**src/rtl/imem_loader.sv**
```systemverilog
// Byte-stream boot loader: a 16-bit big-endian word count, then N big-endian words
// written to instruction memory, after which the core is released from reset.
module imem_loader #(
  parameter logic [31:0] BASE_ADDR = 32'h0000_0000,
  parameter int          MAX_WORDS = 256
) (
  input  logic        clk,
  input  logic        nrst,
  input  logic [7:0]  rx_data,
  input  logic        rx_valid,
  output logic        rx_ready,
  output logic        imem_write,
  output logic [31:0] imem_address,
  output logic [31:0] imem_data,
  output logic        core_nrst,
  output logic        done,
  output logic        error,
  output logic [15:0] words_loaded
);

  typedef enum logic [2:0] {HDR_HI, HDR_LO, DATA, WRITE, DONE, ERROR} state_t;

  localparam logic [16:0] MAX_W = 17'(MAX_WORDS);

  state_t      state_q;
  logic [15:0] n_q;
  logic [1:0]  cnt_q;
  logic [15:0] idx_q;
  logic [23:0] shift_q;
  logic [31:0] addr_q;
  logic [31:0] data_q;
  logic [15:0] words_q;

  logic        accept;
  logic [15:0] n_d;
  logic [15:0] idx_d;
  logic [31:0] word_d;

  // Gated with nrst so the handshake is closed for the whole reset window.
  assign rx_ready = nrst && (state_q == HDR_HI || state_q == HDR_LO || state_q == DATA);
  assign accept   = rx_valid && rx_ready;
  assign n_d      = {n_q[15:8], rx_data};
  assign idx_d    = idx_q + 16'd1;
  assign word_d   = {shift_q, rx_data};

  always_ff @(posedge clk or negedge nrst) begin
    if (!nrst) begin
      state_q <= HDR_HI;
      n_q     <= '0;
      cnt_q   <= '0;
      idx_q   <= '0;
      shift_q <= '0;
      addr_q  <= '0;
      data_q  <= '0;
      words_q <= '0;
    end else begin
      unique case (state_q)
        HDR_HI: begin
          if (accept) begin
            n_q[15:8] <= rx_data;
            state_q   <= HDR_LO;
          end
        end
        HDR_LO: begin
          if (accept) begin
            n_q <= n_d;
            if (n_d == 16'd0) begin
              state_q <= DONE;
            end else if ({1'b0, n_d} > MAX_W) begin
              state_q <= ERROR;
            end else begin
              cnt_q   <= '0;
              idx_q   <= '0;
              state_q <= DATA;
            end
          end
        end
        DATA: begin
          if (accept) begin
            if (cnt_q == 2'd3) begin
              data_q  <= word_d;
              addr_q  <= BASE_ADDR + {14'd0, idx_q, 2'b00};
              cnt_q   <= '0;
              state_q <= WRITE;
            end else begin
              shift_q <= word_d[23:0];
              cnt_q   <= cnt_q + 2'd1;
            end
          end
        end
        WRITE: begin
          idx_q   <= idx_d;
          words_q <= words_q + 16'd1;
          state_q <= (idx_d == n_q) ? DONE : DATA;
        end
        DONE:    state_q <= DONE;
        ERROR:   state_q <= ERROR;
        default: state_q <= HDR_HI;
      endcase
    end
  end

  assign imem_write   = (state_q == WRITE);
  assign imem_address = addr_q;
  assign imem_data    = data_q;
  assign words_loaded = words_q;
  assign done         = (state_q == DONE);
  assign core_nrst    = (state_q == DONE);
  assign error        = (state_q == ERROR);

endmodule

```
**config.mk**
```make
export PLATFORM = sky130hd
export DESIGN_NAME = imem_loader
export DESIGN_NICKNAME = d
export VERILOG_FILES = /design/src/rtl/imem_loader.sv
export SDC_FILE = /design/constraint.sdc
export NUM_CORES = 1
export LEC_CHECK = 0
export CAP_MARGIN = 20
export CORE_ASPECT_RATIO = 0.7
export CORE_MARGIN = 2
export CORE_UTILIZATION = 48
export DETAILED_ROUTE_END_ITERATION = 7
export PLACE_DENSITY = 0.88
export SLEW_MARGIN = 25
export SYNTH_ARGS = -nofsm -noshare
export SYNTH_HDL_FRONTEND = slang
export SYNTH_SLANG_ARGS = --single-unit
```
**constraint.sdc**
```tcl
create_clock -name clk -period 1.9 [get_ports clk]
set_input_delay 0.19 -clock clk [delete_from_list [all_inputs] [get_ports clk]]
set_output_delay 0.19 -clock clk [all_outputs]
set_load 0.02 [all_outputs]
```
# == After elaboration in Yosys (flattened, before gate mapping) ==
# Cells that the tools add are included.
# word_totals
wordCells,63
in_bits,11
reg_bits,125
# classes
magnitude_cmp,1
eq_ne,13
bitwise_logic,2
muxes,20
reduce_logical,15
n_addsub,3
# op_table
op,n
$mux W16,3
$add A16 B1 Y16 const B,2
$pmux W16 S2,1
$mux W3,7
$pmux W3 S6,1
$eq A16 B16 Y1,1
$gt A16 B9 Y1 const B,1
$logic_not A16 Y1,1
$pmux W8 S2,1
$mux W2,5
$ne A2 B2 Y1 const B,5
$reduce_and A3 Y1,3
$mux W8,1
$reduce_and A4 Y1,2
$eq A3 B2 Y1 const B,2
$eq A3 B3 Y1 const B,2
$reduce_and A5 Y1,1
$pmux W2 S2,1
$reduce_bool A2 Y1,2
$eq A3 B1 Y1 const B,1
$logic_not A3 Y1,1
$add A2 B1 Y2 const B,1
$eq A2 B2 Y1 const B,1
$logic_and A1 B1 Y1,2
other kinds (4),6

# == Logic depth before layout (Yosys ltp) ==
# logic_depth
word_depth,7
mapped_depth,7
depth_no_buf,7

# == Worst setup path before layout ==
# OpenSTA, ideal clock, no wires.
# synth_timing
path_kind,reg2reg
start,reg idx_q[0]
end,reg state_q[1]
stages_incl_launch_ff,8
n_path_buf,0
required_ps,1776
slack_ps,-92
synth_period_minus_slack_ps,1992
arrival_time_ps,1869
setup_ps,124
cell_sequence,dfrtp_1 ha_1 nand2_1 or3_2 nor4_2 a21oi_1 nor4b_2 o21ai_1
# synth_between
elab_chain_len,4
# synth_rtl
element,line_no,text
"start, declared",28,logic [15:0] idx_q;
"start signal, assigned",92,idx_q <= idx_d;
$add A16 B1 Y16,43,assign idx_d = idx_q + 16'd1;
$eq A16 B16 Y1,94,state_q <= (idx_d == n_q) ? DONE : DATA;
$mux W3,94,
$pmux W3 S6,57,unique case (state_q)
"end signal, assigned",94,
"end, declared",25,state_t state_q;
# No other way between the ends.
# A chain may end at the register's enable or synchronous reset.

# == Worst setup path in the final report ==
# layout_timing
start,reg idx_q[3]
end,reg state_q[1]
# Same word-level chain as after synthesis.

==> metrics.md <==
| Metric | Value |
|---|---|
| Worst stage delay on the critical path | 420 ps |
| Remaining max-slew budget at the tightest pin | 0.587 |
| Fin util | 0.668 |
| Share of the clock period used by the worst path after layout | 1.08 |
| Number of synthesized flops with an enable pin | 0 |
| Instance count after placement with tap cells included | 743 |
| Share of the yosys chip area belonging to registers | 0.535 |
| Proportion of layout cells with a drive suffix above 1 | 0.356 |
| Initial antenna violation count | 0 |
| Vias in the first global route | 4597 |
| Leakage | 3.64 nW |
| Clock slew at the register clock pins of the worst setup and hold paths | 60 ps |
| Max Root-Sink Buffers | 2 |
| Proportion of total power due to net switching | 0.349 |
| PD cells | 1210 mW/mm^2 |
| Pin count of the biggest net entering global routing | 118 |
| Cell area after placement | 0.00707 sq mm |
| Master of the slowest instance on the critical path | sky130_fd_sc_hd__dfrtp_2 |
| Routed WL per cell | 19.0 um |
| Area overhead of the layout relative to synthesis | 35.0% |
| Clk_lat worst skew | 420 ps |
| Worst Setup Slack, final | -146 ps |
| Post-synthesis area per instance | 12.2 sq um |
| Worst path cell trace | buf_4, nand2_1, nor3_1, xnor2_1, nor4b_4, nor4b_4, o21ai_1 |
| Max rail drop VDD | 0.000917 V |
| Worst EP arrival | 2340 ps |
| Most frequent cells in the layout | 123 x sky130_fd_sc_hd__dfrtp_1, 84 x sky130_fd_sc_hd__mux2_2, 70 x sky130_fd_sc_hd__clkdlybuf4s50_1 |
| Async S/R FF share, synth | 1.00 |
| Final-report hold violation count | 0 |
| Worst slack on hold paths | 176 ps |
| Post-Syn Instances | 478 |
| Violated checks | setup timing |
| Flip-flop and latch count after synthesis | 125 |
| Violation count after the first detailed-route iteration | 484 |
| Status | finished, violations left |
| Yosys Warn Count | 0 |
| First-pass GRT wire length | 23.2 mm |
| Setup repair after global routing missed its margin | true |
| Final instance area | 0.00789 sq mm |
| Setup Skew | 7.78 ps |
| Number of H-tree levels | 4 |
| Number of cells on the critical path | 7 |
| R2r endpoint | state_q[1]$_DFFE_PN0P_ |
| Reg2Reg Depth | 7 |
| CTS tree | done |
| Vias/cell | 5.63 |
| Clock share of power | 0.334 |
| Post-Place Worst Slack | -437 ps |
| Number of buffer and inverter instances along the worst setup path | 1 |
| Kind of critical path | reg2reg |
| Most common cell after layout, fill and taps aside | sky130_fd_sc_hd__dfrtp_1 |
| Transition at the pin with the smallest max-transition slack | 619 ps |
| Minimum clock period | 2050 ps |
| Summed instance area of the synthesized netlist | 0.00584 sq mm |
| Count of port buffers added during placement | 79 |
| Total internal power | 6.20 mW |
| Total global routing track utilization | 0.234 |
| HP Class | in2async |
| Detailed-route DRC error count | 0 |
| I/O pin cnt | 96 |
| 1st-pass router iterations | 6 |
| Startpoint of the most critical register-to-register path | idx_q[3]$_DFFE_PN0P_ |
| Count of distinct cell types in the synthesized netlist | 61 |
| Startpoint of the most critical setup path | idx_q[3]$_DFFE_PN0P_ |
| Total via count in the routed design | 4399 |
| Floorplan die width | 136 um |
| Number of placement rows | 33 |
| Highest Clock Rate | 489 MHz |
| Total detailed-routing wirelength | 14.8 mm |
| Maximum fanout along the worst path | 8 |
| Clock tree sinks | 125 |
| Max Transition Viols Final | 0 |
| Remaining global-route overflow | 0 |
| Final weighted congestion in routability-driven placement | 0.922 |
| ANT cells | 0 |
| Reg-to-reg slack, setup | -150 ps |
| Starting density of the core | 0.495 |
| TritonCTS Buffers | 17 |
| Fin Setup TNS | -331 ps |
| Library cell appearing most often on the critical path | sky130_fd_sc_hd__nor4b_4 |
| Core outline area | 0.0118 sq mm |
| Max-cap viol count | 0 |
| Number of nets still failing antenna checks after routing | 0 |
| Setup violation total in the final timing report | 6 |
| Top FF cell, synth | sky130_fd_sc_hd__dfrtp_1 |
| Post-layout total power | 9.52 mW |
| Family of cells with the greatest summed delay on the critical path | simple AND/OR/NAND/NOR gates |
| Power spent charging and discharging nets | 3.32 mW |
| Count of non-filler cells in the finished layout | 781 |
| Kind of end point of the critical path | flop |
| Flop pwr share | 0.363 |
| CP endpoint | state_q[1]$_DFFE_PN0P_ |
| Required time at the endpoint of the critical path | 2200 ps |
| Final-stage net count | 625 |
| Die extent in y | 96.3 um |
| Type of origin of the critical path | flop |
| Master cell of the clock root buffer | sky130_fd_sc_hd__clkbuf_16 |
| HPWL after detailed placement | 9.40 mm |
| Area of the die | 0.0131 sq mm |
| Combinational fraction of design power | 0.302 |
[cells in the mapped netlist (6+ instances only)]
| library cell | instances | area [sq um] |
|---|---|---|
| sky130_fd_sc_hd__buf_2 | 6 | 30.0 |
| sky130_fd_sc_hd__nor3_1 | 8 | 40.0 |
| sky130_fd_sc_hd__and3_1 | 7 | 43.8 |
| sky130_fd_sc_hd__o21ai_0 | 18 | 90.1 |
| sky130_fd_sc_hd__mux2_2 | 84 | 946 |
| sky130_fd_sc_hd__clkbuf_1 | 9 | 33.8 |
| sky130_fd_sc_hd__xnor2_1 | 27 | 236 |
| sky130_fd_sc_hd__nand2_1 | 35 | 131 |
| sky130_fd_sc_hd__dfrtp_1 | 125 | 3130 |
| sky130_fd_sc_hd__nand3_1 | 12 | 60.1 |
| sky130_fd_sc_hd__a21oi_1 | 6 | 30.0 |
| sky130_fd_sc_hd__buf_4 | 18 | 135 |
| sky130_fd_sc_hd__nand4_1 | 9 | 56.3 |
| sky130_fd_sc_hd__xor2_1 | 9 | 78.8 |
| sky130_fd_sc_hd__nor2_1 | 25 | 93.8 |
| sky130_fd_sc_hd__o21ai_1 | 8 | 40.0 |
[registers in the layout, summed over array words and instances (netlist names)]
| signal | count |
|---|---|
| imem_data | 32 |
| shift_q | 24 |
| idx_q | 16 |
| imem_address | 16 |
| n_q | 16 |
| words_loaded | 16 |
| state_q | 3 |
| cnt_q | 2 |
[what timing repair did]
action	CTS	global route
hold buffers	1	0
buffers inserted	2	2
resized for setup	23	36
setup endpoints to repair	9	20
gates cloned	0	1
pin swaps	8	12
endpoints found under the hold margin	8	0
[logic make-up (layout without fill, tap and decap cells)]
kind of cell / after synthesis / in the layout / synth area share
buffers and inverters: 47 / 178 / 0.0546
multiplexers: 86 / 86 / 0.165
other: 1 / 16 / 0.000642
AND/OR/NAND/NOR: 124 / 124 / 0.117
flip-flops: 125 / 125 / 0.535
XOR/XNOR: 38 / 38 / 0.0623
adder cells (fa/ha/maj): 3 / 3 / 0.00642
AO/OA/AOI/OAI: 54 / 54 / 0.0580
[worst min-delay path by stage]
stage,endpoint,slack [ps]
global placement,shift_q[0]$_DFFE_PN0P_,40
CTS,shift_q[0]$_DFFE_PN0P_,160
detailed placement,shift_q[0]$_DFFE_PN0P_,40
floorplan,cnt_q[0]$_DFFE_PN0P_,-110
global route,state_q[2]$_DFFE_PN0P_,190
finish,state_q[2]$_DFFE_PN0P_,180
[power by group through the flow]
| stage | clock [mW] | combinational (mW) | sequential [mW] |
|---|---|---|---|
| final | 3.18 | 2.88 | 3.46 |
| after floorplan | 0 | 1.65 | 3.36 |
| after detailed placement | 0 | 2.36 | 3.47 |
| after global placement | 0 | 2.25 | 3.43 |
| after CTS | 3.20 | 2.52 | 3.43 |
| after global routing | 3.35 | 3.09 | 3.50 |
[routing by layer]
metal	routed length (um)	vias to the layer above	share of wire	track usage
met2	7230	204	0.49	0.394
met3	1010	45	0.068	0.0537
li1	-	1932	-	-
met4	406	0	0.027	0.106
met5	0	-	0	0
met1	6160	2218	0.42	0.291
[final cells by class]
cell class	instances	area, sq um
Multi-Input combinational cell	321	2660
Inverter	6	22.5
Fill cell	808	3920
Tap cell	157	196
Clock inverter	15	150
Sequential cell	125	3130
Clock buffer	17	425
Timing Repair Buffer	140	1300
[worst register-to-register path, delay by kind of cell (launching register included)]
family                    cells  cell delay (ps)
DFF                           1              420
AOI/OAI and AO/OA             1               90
buffers and inverters         1              180
xor gates and xnor gates      1              190
and+or+nand+nor               4             1050
(Power assumes the default switching activity.)
